File: config.mk
export PLATFORM = sky130hd
export DESIGN_NAME = frame_stats_snapshot
export DESIGN_NICKNAME = d
export VERILOG_FILES = /design/src/rtl/frame_stats_snapshot.sv
export SDC_FILE = /design/constraint.sdc
export NUM_CORES = 1
export LEC_CHECK = 0
export CORE_MARGIN = 2
export CORE_UTILIZATION = 28
export CTS_CLUSTER_DIAMETER = 30
export DETAILED_ROUTE_END_ITERATION = 7
export SETUP_SLACK_MARGIN = 0.5
export SLEW_MARGIN = 20
export SYNTH_ARGS = -nofsm -noshare
export SYNTH_HDL_FRONTEND = slang
export SYNTH_SLANG_ARGS = --single-unit
File: constraint.sdc
create_clock -name clk -period 3.83 [get_ports clk]
set_clock_uncertainty 0.1 [all_clocks]
set_input_delay 0.383 -clock clk [delete_from_list [all_inputs] [get_ports clk]]
set_output_delay 0.383 -clock clk [all_outputs]
set_load 0.1 [all_outputs]
File: src/rtl/frame_stats_snapshot.sv
// Per-frame byte/good/bad counters with periodic or requested coherent snapshots for a bus_cdc.
// Latency: snapshot event at cycle N -> snapshot_trigger and new snapshot_data at N+1; no backpressure.
module frame_stats_snapshot #(
  parameter int CNT_W      = 64,
  parameter int LEN_W      = 16,
  parameter int MIN_PERIOD = 8
) (
  input  logic               clk,
  input  logic               rst_n,
  input  logic               enable,
  input  logic               clear,
  input  logic               snap_req,
  input  logic [31:0]        sample_period,
  input  logic               frame_valid,
  input  logic [LEN_W-1:0]   frame_bytes,
  input  logic               frame_error,
  output logic [3*CNT_W-1:0] snapshot_data,
  output logic               snapshot_trigger
);

  localparam int GAP_W = $clog2(MIN_PERIOD) + 1;
  localparam logic [GAP_W-1:0] GAP_MAX = GAP_W'(MIN_PERIOD - 1);
  localparam logic [31:0] MIN_P = 32'(MIN_PERIOD);

  typedef enum logic {IDLE, RUN} state_t;
  state_t state_q, state_d;
  logic   run;

  logic [CNT_W-1:0] bytes_q, good_q, bad_q;
  logic [CNT_W-1:0] bytes_n, good_n, bad_n;
  logic [31:0]      timer_q, timer_d, eff_period;
  logic [GAP_W-1:0] gap_q, gap_d;
  logic             pend_q, pend_d;
  logic             count, tmr_fire, gap_ok, snap_want, snap_go, snap_evt;

  always_comb begin
    state_d = state_q;
    run     = 1'b0;
    case (state_q)
      IDLE: if (enable) begin
        state_d = RUN;
        run     = 1'b1;
      end
      RUN: if (enable) run = 1'b1;
           else        state_d = IDLE;
      default: state_d = IDLE;
    endcase
  end

  // Next-state counter values include this cycle's frame; the snapshot takes these pre-clear.
  always_comb begin
    count   = run & frame_valid;
    bytes_n = bytes_q + (count ? CNT_W'(frame_bytes) : '0);
    good_n  = good_q + CNT_W'(count & ~frame_error);
    bad_n   = bad_q + CNT_W'(count & frame_error);
  end

  always_comb begin
    eff_period = (sample_period < MIN_P) ? MIN_P : sample_period;
    tmr_fire   = run && (sample_period != 32'd0) && (timer_q >= eff_period - 32'd1);
    gap_ok     = (gap_q >= GAP_MAX);
    snap_want  = snap_req | pend_q;
    snap_go    = snap_want & gap_ok;
    pend_d     = snap_want & ~gap_ok;
    snap_evt   = tmr_fire | snap_go;

    if (!run || clear || snap_go || tmr_fire || sample_period == 32'd0)
      timer_d = 32'd0;
    else
      timer_d = timer_q + 32'd1;

    // gap_q counts cycles since the last trigger, saturating once spacing is satisfied.
    if (snap_evt)       gap_d = '0;
    else if (gap_ok)    gap_d = gap_q;
    else                gap_d = gap_q + GAP_W'(1);
  end

  always_ff @(posedge clk or negedge rst_n) begin
    if (!rst_n) begin
      state_q          <= IDLE;
      bytes_q          <= '0;
      good_q           <= '0;
      bad_q            <= '0;
      timer_q          <= '0;
      gap_q            <= GAP_MAX;
      pend_q           <= 1'b0;
      snapshot_data    <= '0;
      snapshot_trigger <= 1'b0;
    end else begin
      state_q          <= state_d;
      timer_q          <= timer_d;
      gap_q            <= gap_d;
      pend_q           <= pend_d;
      snapshot_trigger <= snap_evt;
      if (clear) begin
        bytes_q <= '0;
        good_q  <= '0;
        bad_q   <= '0;
      end else begin
        bytes_q <= bytes_n;
        good_q  <= good_n;
        bad_q   <= bad_n;
      end
      if (snap_evt)
        snapshot_data <= {bad_n, good_n, bytes_n};
    end
  end

endmodule
==> results of run 1 <==
cell usage after synthesis, types with 2 or more instances:
library cell               instances  area, um^2
sky130_fd_sc_hd__a211oi_1          3       22.52
sky130_fd_sc_hd__a21o_1           16       120.1
sky130_fd_sc_hd__a21oi_1          21       105.1
sky130_fd_sc_hd__a31o_2            3       26.28
sky130_fd_sc_hd__a31oi_1           5       31.28
sky130_fd_sc_hd__a41oi_1           2       17.52
sky130_fd_sc_hd__and2_0            4       25.02
sky130_fd_sc_hd__and2_1           12       75.07
sky130_fd_sc_hd__and3_1           59       369.1
sky130_fd_sc_hd__and3_2            2       15.01
sky130_fd_sc_hd__and4_1           16       140.1
sky130_fd_sc_hd__buf_12           20       400.4
sky130_fd_sc_hd__buf_4             4       30.03
sky130_fd_sc_hd__clkbuf_1         40       150.1
sky130_fd_sc_hd__dfrtp_1         419       10490
sky130_fd_sc_hd__dfstp_2           3       78.83
sky130_fd_sc_hd__ha_1             55       688.2
sky130_fd_sc_hd__inv_1           206       773.2
sky130_fd_sc_hd__mux2_2            6       67.56
sky130_fd_sc_hd__mux2i_1         186        1862
sky130_fd_sc_hd__nand2_1          98       367.9
sky130_fd_sc_hd__nand2b_1          4       25.02
sky130_fd_sc_hd__nand3_1          87       435.4
sky130_fd_sc_hd__nand3b_1          2       15.01
sky130_fd_sc_hd__nand4_1          56       350.3
sky130_fd_sc_hd__nor2_1          290        1089
sky130_fd_sc_hd__nor2b_1          14       87.58
sky130_fd_sc_hd__nor3_1           45       225.2
sky130_fd_sc_hd__nor3b_1           3       22.52
sky130_fd_sc_hd__nor4_1           27       168.9
sky130_fd_sc_hd__nor4b_1           4       35.03
sky130_fd_sc_hd__o211ai_1          2       15.01
sky130_fd_sc_hd__o21ai_0          11       55.05
sky130_fd_sc_hd__o21bai_1          3       22.52
sky130_fd_sc_hd__o22ai_1           2       12.51
sky130_fd_sc_hd__or2_2             3       18.77
sky130_fd_sc_hd__or3_1             4       25.02
sky130_fd_sc_hd__or4_1             7       52.55
sky130_fd_sc_hd__or4_2             2       17.52
sky130_fd_sc_hd__or4_4             2       22.52
sky130_fd_sc_hd__xnor2_1         132        1156
sky130_fd_sc_hd__xor2_1          112       980.9
power breakdown:
part	internal (uW)	switching [uW]
Sequential	4620	87.0
Combinational	1340	1900
Clock	5940	2660
repair_timing:
action                                  4_1_cts  5_1_grt
hold endpoints to repair                     95        0
endpoints found under the setup margin      229      241
gates cloned                                 11        5
gates resized for setup                      89       44
hold buffers                                  1        0
pin swaps                                    14        7
setup buffers                                21        6
per-stage QoR:
stage / total power (uW) / std cells
after CTS: 16550 / 3501
after floorplan: 6739 / 2015
after global routing: 17130 / 3512
after global placement: 7242 / 3290
after detailed placement: 7282 / 3290
final: 16550 / 3513
sequential cells by signal, summed over array words and instances (netlist names):
signal            count
bad_q                64
bytes_q              64
gap_q                 4
good_q               64
pend_q                1
snapshot_data       192
snapshot_trigger      1
timer_q              32
worst paths after layout:
check	start	end	slack [ns]	cells after the start
min	clear	bad_q[5]$_DFF_PN0_	0.16	2
min in group asynchronous	rst_n	good_q[56]$_DFF_PN0_	0.32	2
max in group asynchronous	rst_n	snapshot_data[185]$_DFFE_PN0P_	2.30	3
max	sample_period[23]	snapshot_data[129]$_DFFE_PN0P_	-1.01	23
min reg2reg	snapshot_data[175]$_DFFE_PN0P_	snapshot_data[175]$_DFFE_PN0P_	0.42	2
max reg2reg	bad_q[21]$_DFF_PN0_	snapshot_data[176]$_DFFE_PN0P_	0.74	7
metal layers:
| layer | GRT usage [%] | vias up | routed length [um] | part of all wire, % |
|---|---|---|---|---|
| li1 | - | 7654 | - | - |
| met1 | 19.54 | 8064 | 26250 | 44 |
| met2 | 25.87 | 419 | 29080 | 49 |
| met3 | 3.142 | 94 | 3126 | 5.2 |
| met4 | 5.769 | 2 | 1367 | 2.3 |
| met5 | 0 | - | 12 | 0.020 |
kinds of logic after synthesis:
group / Yosys count / synth area share [%]
simple gates: 746 / 17.45
flops: 422 / 50.45
buf+inv: 273 / 6.621
xor+xnor: 244 / 10.21
mux: 193 / 9.286
compound gates: 81 / 2.600
fa+ha+maj: 56 / 3.382
cell usage in the layout (no fill, tap or decap), types with 20 or more instances in the layout:
cell type,netlist,layout
sky130_fd_sc_hd__clkbuf_16,0,100
sky130_fd_sc_hd__dfrtp_1,419,419
sky130_fd_sc_hd__nor2_1,290,289
sky130_fd_sc_hd__nor4_1,27,22
sky130_fd_sc_hd__and3_1,59,58
sky130_fd_sc_hd__nand4_1,56,56
sky130_fd_sc_hd__clkdlybuf4s50_1,0,232
sky130_fd_sc_hd__mux2i_1,186,176
sky130_fd_sc_hd__nand2_1,98,94
sky130_fd_sc_hd__buf_4,4,120
sky130_fd_sc_hd__inv_1,206,206
sky130_fd_sc_hd__nor3_1,45,42
sky130_fd_sc_hd__nand3_1,87,85
sky130_fd_sc_hd__ha_1,55,54
sky130_fd_sc_hd__xnor2_1,132,131
sky130_fd_sc_hd__xor2_1,112,111
sky130_fd_sc_hd__a21oi_1,21,20
cell type report:
class                      instances  area share, %
timing repair buffer             410          14.31
clock buffer                     120          8.972
timing repair inverter             3         0.3034
antenna                            1       0.008428
clock inverter                    58          2.684
inverter                         207          2.705
multi-input combinational       1323          31.36
tap                              969          4.083
sequential                       422          35.58
==> impl_metrics.xml, run 1 <==
<?xml version="1.0" encoding="UTF-8"?>
<metrics>
  <group name="worst_setup_path">
    <metric name="critical_path.endpoint_type" unit="">flop</metric>
    <metric name="cp.required" unit="ns">4.22</metric>
    <metric name="worst_setup_path_start_kind" unit="">input pin</metric>
    <metric name="crit_slowest_cell" unit="">sky130_fd_sc_hd__or4_4</metric>
    <metric name="worstPathMaxFanout" unit="">6</metric>
    <metric name="worstSetupPathType" unit="">in -&gt; reg</metric>
    <metric name="family_with_the_most_delay_on_the_worst_path" unit="">simple AND/OR/NAND/NOR gates</metric>
    <metric name="max_stage_delay" unit="ns">0.53</metric>
    <metric name="count_of_buffer_and_inverter_cells_on_the_critical_path" unit="">4</metric>
    <metric name="path_cells" unit="">buf_6 &gt; or4_4 &gt; or4b_4 &gt; nor4_4 &gt; nand3_4 &gt; nand2_4 &gt; ha_4 &gt; nand2b_4 &gt; nand2b_4 &gt; nor2_4 &gt; nand2_4 &gt; buf_6 &gt; nor4_4 &gt; xnor2_1 &gt; ha_1 &gt; nor2_1 &gt; nor2_1 &gt; a2111oi_4 &gt; o2111ai_4 &gt; o22ai_4 &gt; buf_12 &gt; buf_4 &gt; mux2_2</metric>
    <metric name="crit_arrival" unit="ns">5.22</metric>
  </group>
  <group name="sta">
    <metric name="timing.slew.headroom" unit="%">25.82</metric>
    <metric name="final.setup.tns" unit="ns">-206.61</metric>
    <metric name="fmaxAchievable" unit="MHz">206.7</metric>
    <metric name="setup-violations-final" unit="">229</metric>
    <metric name="post-route-min-period" unit="ns">4.838</metric>
    <metric name="rsz0062_at_grt" unit="">true</metric>
    <metric name="min_period_over_period" unit="%">126.3</metric>
    <metric name="timing_worst_slew_pin_value" unit="ns">1.109</metric>
    <metric name="finalHoldViolations" unit="">0</metric>
    <metric name="fin_hold_ws" unit="ns">0.1592</metric>
    <metric name="fin_ws" unit="ns">-1.008</metric>
    <metric name="slew_violations" unit="">0</metric>
  </group>
  <group name="clocking">
    <metric name="tritoncts_num_sinks" unit="">422</metric>
    <metric name="htree_num_levels" unit="">3</metric>
    <metric name="cts_tree" unit="">yes</metric>
    <metric name="clock_tree.root_cell" unit="">sky130_fd_sc_hd__clkbuf_16</metric>
    <metric name="cts.path.max_buffers" unit="">3</metric>
    <metric name="path_clk_slew" unit="ns">0.05</metric>
    <metric name="insertion_delay_to_the_later_sink_of_the_worst_skew_pair" unit="ns">0.63</metric>
    <metric name="cts_made_buffers" unit="">96</metric>
  </group>
  <group name="finish">
    <metric name="drive_above_1_share" unit="%">16.40</metric>
    <metric name="filler_cell_count" unit="">7040</metric>
    <metric name="syn2layout_area_growth" unit="%">41.81</metric>
    <metric name="register_area" unit="um^2">10560</metric>
    <metric name="postLayoutCellArea" unit="um^2">29690</metric>
    <metric name="finish.net_count" unit="">2574</metric>
    <metric name="layout.core_utilization" unit="%">40.02</metric>
    <metric name="multi_input_comb_area" unit="um^2">9310</metric>
  </group>
  <group name="detailed_routing">
    <metric name="viasPerCell" unit="">4.621</metric>
    <metric name="route.final.wire_length" unit="um">59840</metric>
    <metric name="first_iter_violations" unit="">920</metric>
    <metric name="remaining_design_rule_violation_count" unit="">0</metric>
    <metric name="vias" unit="">16230</metric>
    <metric name="wl_per_cell" unit="um">17.03</metric>
    <metric name="first_pass_iters" unit="">6</metric>
    <metric name="residual_antenna_violating_net_count_after_detailed_routing" unit="">0</metric>
  </group>
  <group name="global_route">
    <metric name="grt_util_all_layers" unit="%">15.42</metric>
    <metric name="grt_remaining_overflow" unit="">0</metric>
    <metric name="grt_first_pass_wirelength" unit="um">94800</metric>
    <metric name="grt_max_degree" unit="">110</metric>
    <metric name="antenna_found_initial" unit="">1</metric>
    <metric name="first_global_vias" unit="">17130</metric>
  </group>
  <group name="yosys">
    <metric name="synthesis.instances" unit="">2015</metric>
    <metric name="count_of_state_elements_after_synthesis" unit="">422</metric>
    <metric name="post_synthesis_mean_instance_area" unit="um^2">10.39</metric>
    <metric name="synth_cell_types" unit="">65</metric>
    <metric name="ys_seq_area_share" unit="%">50.45</metric>
    <metric name="synth_warnings" unit="">0</metric>
    <metric name="net_count_synth" unit="">2126</metric>
    <metric name="async_flop_share" unit="%">100.0</metric>
    <metric name="synth_edf_count" unit="">0</metric>
    <metric name="most_frequently_used_flop_master_after_synthesis" unit="">sky130_fd_sc_hd__dfrtp_1</metric>
    <metric name="netlist_area" unit="um^2">20940</metric>
  </group>
  <group name="flow_run">
    <metric name="drv.max_cap_violation_count" unit="">0</metric>
  </group>
  <group name="place">
    <metric name="gp_congestion" unit="">0.9260</metric>
    <metric name="placement.cell_area" unit="um^2">25190</metric>
    <metric name="io_buffer_count" unit="">247</metric>
    <metric name="hpwlAfterDp" unit="um">40960</metric>
    <metric name="pre_cts_setup_slack" unit="ns">-2.069</metric>
  </group>
  <group name="power_and_ir_drop">
    <metric name="ir_drop" unit="mV">0.4396</metric>
    <metric name="leakage" unit="uW">0.01275</metric>
    <metric name="cellPowerDensity" unit="nW/um^2">557.3</metric>
  </group>
  <group name="die">
    <metric name="core.rowCount" unit="">100</metric>
    <metric name="die_extent_in_x" unit="um">277.5</metric>
    <metric name="initial_core_util" unit="%">28.22</metric>
    <metric name="die_height" unit="um">277.5</metric>
    <metric name="i_o_pin_total" unit="">248</metric>
    <metric name="die-area" unit="um^2">76980</metric>
    <metric name="core" unit="um^2">74200</metric>
  </group>
  <group name="outcome">
    <metric name="run_status" unit="">complete, but fails checks</metric>
    <metric name="failed_checks" unit="">negative setup slack</metric>
  </group>
  <group name="hold_path">
    <metric name="type_of_the_most_critical_hold_path" unit="">in -&gt; reg</metric>
  </group>
</metrics>
No activity file was read; power rests on OpenSTA's default activity.
==> inputs of run 2 (changes only) <==
--- a/config.mk
+++ b/config.mk
@@ -5,10 +5,12 @@
 export SDC_FILE = /design/constraint.sdc
 export NUM_CORES = 1
 export LEC_CHECK = 0
+export ABC_AREA = 1
 export CORE_MARGIN = 2
 export CORE_UTILIZATION = 28
 export CTS_CLUSTER_DIAMETER = 30
 export DETAILED_ROUTE_END_ITERATION = 7
+export MAX_ROUTING_LAYER = met4
 export SETUP_SLACK_MARGIN = 0.5
 export SLEW_MARGIN = 20
 export SYNTH_ARGS = -nofsm -noshare
==> impl_metrics.xml, run 2 <==
<?xml version="1.0" encoding="UTF-8"?>
<metrics>
  <group name="worst_setup_path">
    <metric name="crit_arrival" unit="ns">3.80</metric>
    <metric name="max_stage_delay" unit="ns">0.34</metric>
    <metric name="count_of_buffer_and_inverter_cells_on_the_critical_path" unit="">5</metric>
    <metric name="worst_setup_path_start_kind" unit="">input pin</metric>
    <metric name="worstSetupPathType" unit="">in -&gt; reg</metric>
    <metric name="crit_slowest_cell" unit="">sky130_fd_sc_hd__nor4_2</metric>
    <metric name="critical_path.endpoint_type" unit="">flop</metric>
    <metric name="cp.required" unit="ns">4.31</metric>
    <metric name="worstPathMaxFanout" unit="">6</metric>
    <metric name="family_with_the_most_delay_on_the_worst_path" unit="">simple AND/OR/NAND/NOR gates</metric>
  </group>
  <group name="clocking">
    <metric name="htree_num_levels" unit="">3</metric>
    <metric name="cts_tree" unit="">yes</metric>
    <metric name="cts_made_buffers" unit="">101</metric>
    <metric name="clock_tree.root_cell" unit="">sky130_fd_sc_hd__clkbuf_16</metric>
    <metric name="cts.path.max_buffers" unit="">3</metric>
    <metric name="tritoncts_num_sinks" unit="">422</metric>
    <metric name="path_clk_slew" unit="ns">0.05</metric>
    <metric name="insertion_delay_to_the_later_sink_of_the_worst_skew_pair" unit="ns">0.65</metric>
  </group>
  <group name="detailed_routing">
    <metric name="wl_per_cell" unit="um">17.62</metric>
    <metric name="route.final.wire_length" unit="um">89010</metric>
    <metric name="viasPerCell" unit="">4.634</metric>
    <metric name="first_iter_violations" unit="">1768</metric>
    <metric name="residual_antenna_violating_net_count_after_detailed_routing" unit="">0</metric>
    <metric name="first_pass_iters" unit="">7</metric>
    <metric name="vias" unit="">23410</metric>
    <metric name="remaining_design_rule_violation_count" unit="">0</metric>
  </group>
  <group name="place">
    <metric name="gp_congestion" unit="">0.9614</metric>
    <metric name="post-place-cells" unit="">4807</metric>
    <metric name="placement.cell_area" unit="um^2">29120</metric>
    <metric name="hpwlAfterDp" unit="um">65260</metric>
    <metric name="io_buffer_count" unit="">247</metric>
  </group>
  <group name="global_route">
    <metric name="grt_remaining_overflow" unit="">0</metric>
    <metric name="grt.met3_usage" unit="%">3.283</metric>
    <metric name="globalRouteMet2Util" unit="%">30.51</metric>
    <metric name="grt_first_pass_wirelength" unit="um">134400</metric>
    <metric name="grt_util_all_layers" unit="%">19.78</metric>
    <metric name="grt.met1_usage" unit="%">26.77</metric>
    <metric name="grt_most_used_layer" unit="">met2</metric>
    <metric name="grt_max_degree" unit="">115</metric>
    <metric name="antenna_found_initial" unit="">0</metric>
    <metric name="first_global_vias" unit="">23360</metric>
  </group>
  <group name="yosys">
    <metric name="ys_top_cells_by_area" unit="">sky130_fd_sc_hd__dfrtp_1 (43%), sky130_fd_sc_hd__nand2_1 (16%), sky130_fd_sc_hd__nor2_1 (7.9%), sky130_fd_sc_hd__nand3_1 (6.7%), sky130_fd_sc_hd__inv_1 (6.1%)</metric>
    <metric name="synth.top_cells.by_count" unit="">sky130_fd_sc_hd__nand2_1 (1017), sky130_fd_sc_hd__nor2_1 (513), sky130_fd_sc_hd__dfrtp_1 (419), sky130_fd_sc_hd__inv_1 (395), sky130_fd_sc_hd__nand3_1 (325)</metric>
    <metric name="ys_seq_area_share" unit="%">43.35</metric>
    <metric name="synth_warnings" unit="">0</metric>
    <metric name="synth_edf_count" unit="">0</metric>
    <metric name="most_frequently_used_flop_master_after_synthesis" unit="">sky130_fd_sc_hd__dfrtp_1</metric>
    <metric name="netlist_area" unit="um^2">24370</metric>
    <metric name="async_flop_share" unit="%">100.0</metric>
    <metric name="synthesis.instances" unit="">3365</metric>
    <metric name="cell_with_the_most_instances_after_synthesis" unit="">sky130_fd_sc_hd__nand2_1</metric>
    <metric name="net_count_synth" unit="">3476</metric>
    <metric name="post_synthesis_mean_instance_area" unit="um^2">7.242</metric>
    <metric name="count_of_state_elements_after_synthesis" unit="">422</metric>
    <metric name="synth_cell_types" unit="">40</metric>
    <metric name="yosysTopAreaCell" unit="">sky130_fd_sc_hd__dfrtp_1</metric>
    <metric name="synth_top_area_share" unit="%">43.03</metric>
  </group>
  <group name="sta">
    <metric name="slew_violations" unit="">0</metric>
    <metric name="post-route-min-period" unit="ns">3.314</metric>
    <metric name="fin_hold_ws" unit="ns">0.2072</metric>
    <metric name="fmaxAchievable" unit="MHz">301.8</metric>
    <metric name="timing_worst_slew_pin_value" unit="ns">1.172</metric>
    <metric name="setup-violations-final" unit="">0</metric>
    <metric name="timing.slew.headroom" unit="%">21.64</metric>
    <metric name="finalHoldViolations" unit="">0</metric>
    <metric name="min_period_over_period" unit="%">86.51</metric>
    <metric name="rsz0062_at_grt" unit="">true</metric>
  </group>
  <group name="power_and_ir_drop">
    <metric name="ir_drop" unit="mV">0.3845</metric>
    <metric name="cellPowerDensity" unit="nW/um^2">499.3</metric>
    <metric name="leakage" unit="uW">0.01724</metric>
  </group>
  <group name="finish">
    <metric name="syn2layout_area_growth" unit="%">40.17</metric>
    <metric name="finish.net_count" unit="">3924</metric>
    <metric name="top_register" unit="">snapshot_data</metric>
    <metric name="filler_cell_count" unit="">8949</metric>
    <metric name="largest_register_ffs" unit="">192</metric>
    <metric name="layout_commonest_cell" unit="">sky130_fd_sc_hd__nand2_1</metric>
    <metric name="drive_above_1_share" unit="%">14.73</metric>
    <metric name="postLayoutCellArea" unit="um^2">34160</metric>
    <metric name="antenna_cells_inserted" unit="">0</metric>
    <metric name="final_cell_count_no_fill" unit="">5051</metric>
    <metric name="layout.cells.most_common_list" unit="">sky130_fd_sc_hd__nand2_1 (915), sky130_fd_sc_hd__nor2_1 (487), sky130_fd_sc_hd__dfrtp_1 (419)</metric>
  </group>
  <group name="flow_run">
    <metric name="drv.max_cap_violation_count" unit="">0</metric>
  </group>
  <group name="die">
    <metric name="core.rowCount" unit="">108</metric>
    <metric name="i_o_pin_total" unit="">248</metric>
    <metric name="core" unit="um^2">86480</metric>
    <metric name="die_extent_in_x" unit="um">299.0</metric>
    <metric name="initial_core_util" unit="%">28.18</metric>
    <metric name="die_height" unit="um">299.0</metric>
    <metric name="die-area" unit="um^2">89410</metric>
  </group>
  <group name="outcome">
    <metric name="run_status" unit="">finished, final reports clean</metric>
  </group>
  <group name="hold_path">
    <metric name="type_of_the_most_critical_hold_path" unit="">in -&gt; reg</metric>
  </group>
</metrics>
-- run 2: final timing paths --
| check | from | to | slack [ns] | depth (start not counted) |
|---|---|---|---|---|
| setup / recovery | sample_period[17] | snapshot_data[33]$_DFFE_PN0P_ | 0.52 | 28 |
| hold / removal | clear | bad_q[8]$_DFF_PN0_ | 0.21 | 2 |
| setup reg to reg | bytes_q[0]$_DFF_PN0_ | snapshot_data[56]$_DFFE_PN0P_ | 1.15 | 16 |
| hold reg to reg | snapshot_data[14]$_DFFE_PN0P_ | snapshot_data[14]$_DFFE_PN0P_ | 0.40 | 2 |
| max in group asynchronous | rst_n | bad_q[52]$_DFF_PN0_ | 2.34 | 3 |
| min in group asynchronous | rst_n | snapshot_data[57]$_DFFE_PN0P_ | 0.26 | 2 |
-- run 2: per-layer routing --
layer / vias to the layer above / part of all wire [%]
met4: 0 / 2.3
li1: 11500 / -
met1: 11180 / 47
met2: 614 / 46
met3: 121 / 5.2
met5: - / 0
-- run 2: stage by stage --
step	TNS [ns]	worst slack, ns	util [%]	total power [uW]
floorplan	0	0.4382	-	6388
global placement	-81.00	-0.4109	33.67	7171
detailed placement	-90.23	-0.4725	33.67	7167
CTS	0	0.5014	38.33	16610
global route	0	0.3060	39.50	17660
finish	0	0.5165	39.50	17060
-- run 2: cells by family (layout without fill, tap and decap cells) --
logic type / after synthesis / count (layout) / synth area share (%)
flip-flops: 422 / 422 / 43.35
XOR/XNOR: 184 / 184 / 6.613
AO/OA/AOI/OAI: 57 / 57 / 1.284
adder cells (fa/ha/maj): 56 / 56 / 2.906
AND/OR/NAND/NOR: 2157 / 2158 / 37.61
buffers and inverters: 489 / 1019 / 8.235
-- run 2: repair_timing --
action                     in CTS  in global routing
hold endpoints to repair       83                  0
hold buffers                    1                  0
resized for setup              54                245
setup endpoints to repair     229                238
gates cloned                    4                 17
setup buffers                  21                 15
pin swaps                      30                 66
-- run 2: where the power goes --
part / internal, uW / leakage [uW] / switching (uW)
clock: 6180 / 0.00175 / 2900
combinational: 1080 / 0.00963 / 2180
sequential: 4620 / 0.00586 / 93.4
total: 11900 / 0.0172 / 5170
-- run 2: area by class of cell --
cell class / count / area, um^2 / share of cell area [%]
Inverter: 397 / 1493 / 4.370
Timing Repair Buffer: 436 / 4502 / 13.18
Multi-Input combinational cell: 2455 / 12500 / 36.61
Clock buffer: 116 / 2706 / 7.923
Sequential cell: 422 / 10560 / 30.93
Tap cell: 1155 / 1445 / 4.231
Clock inverter: 70 / 943.4 / 2.762
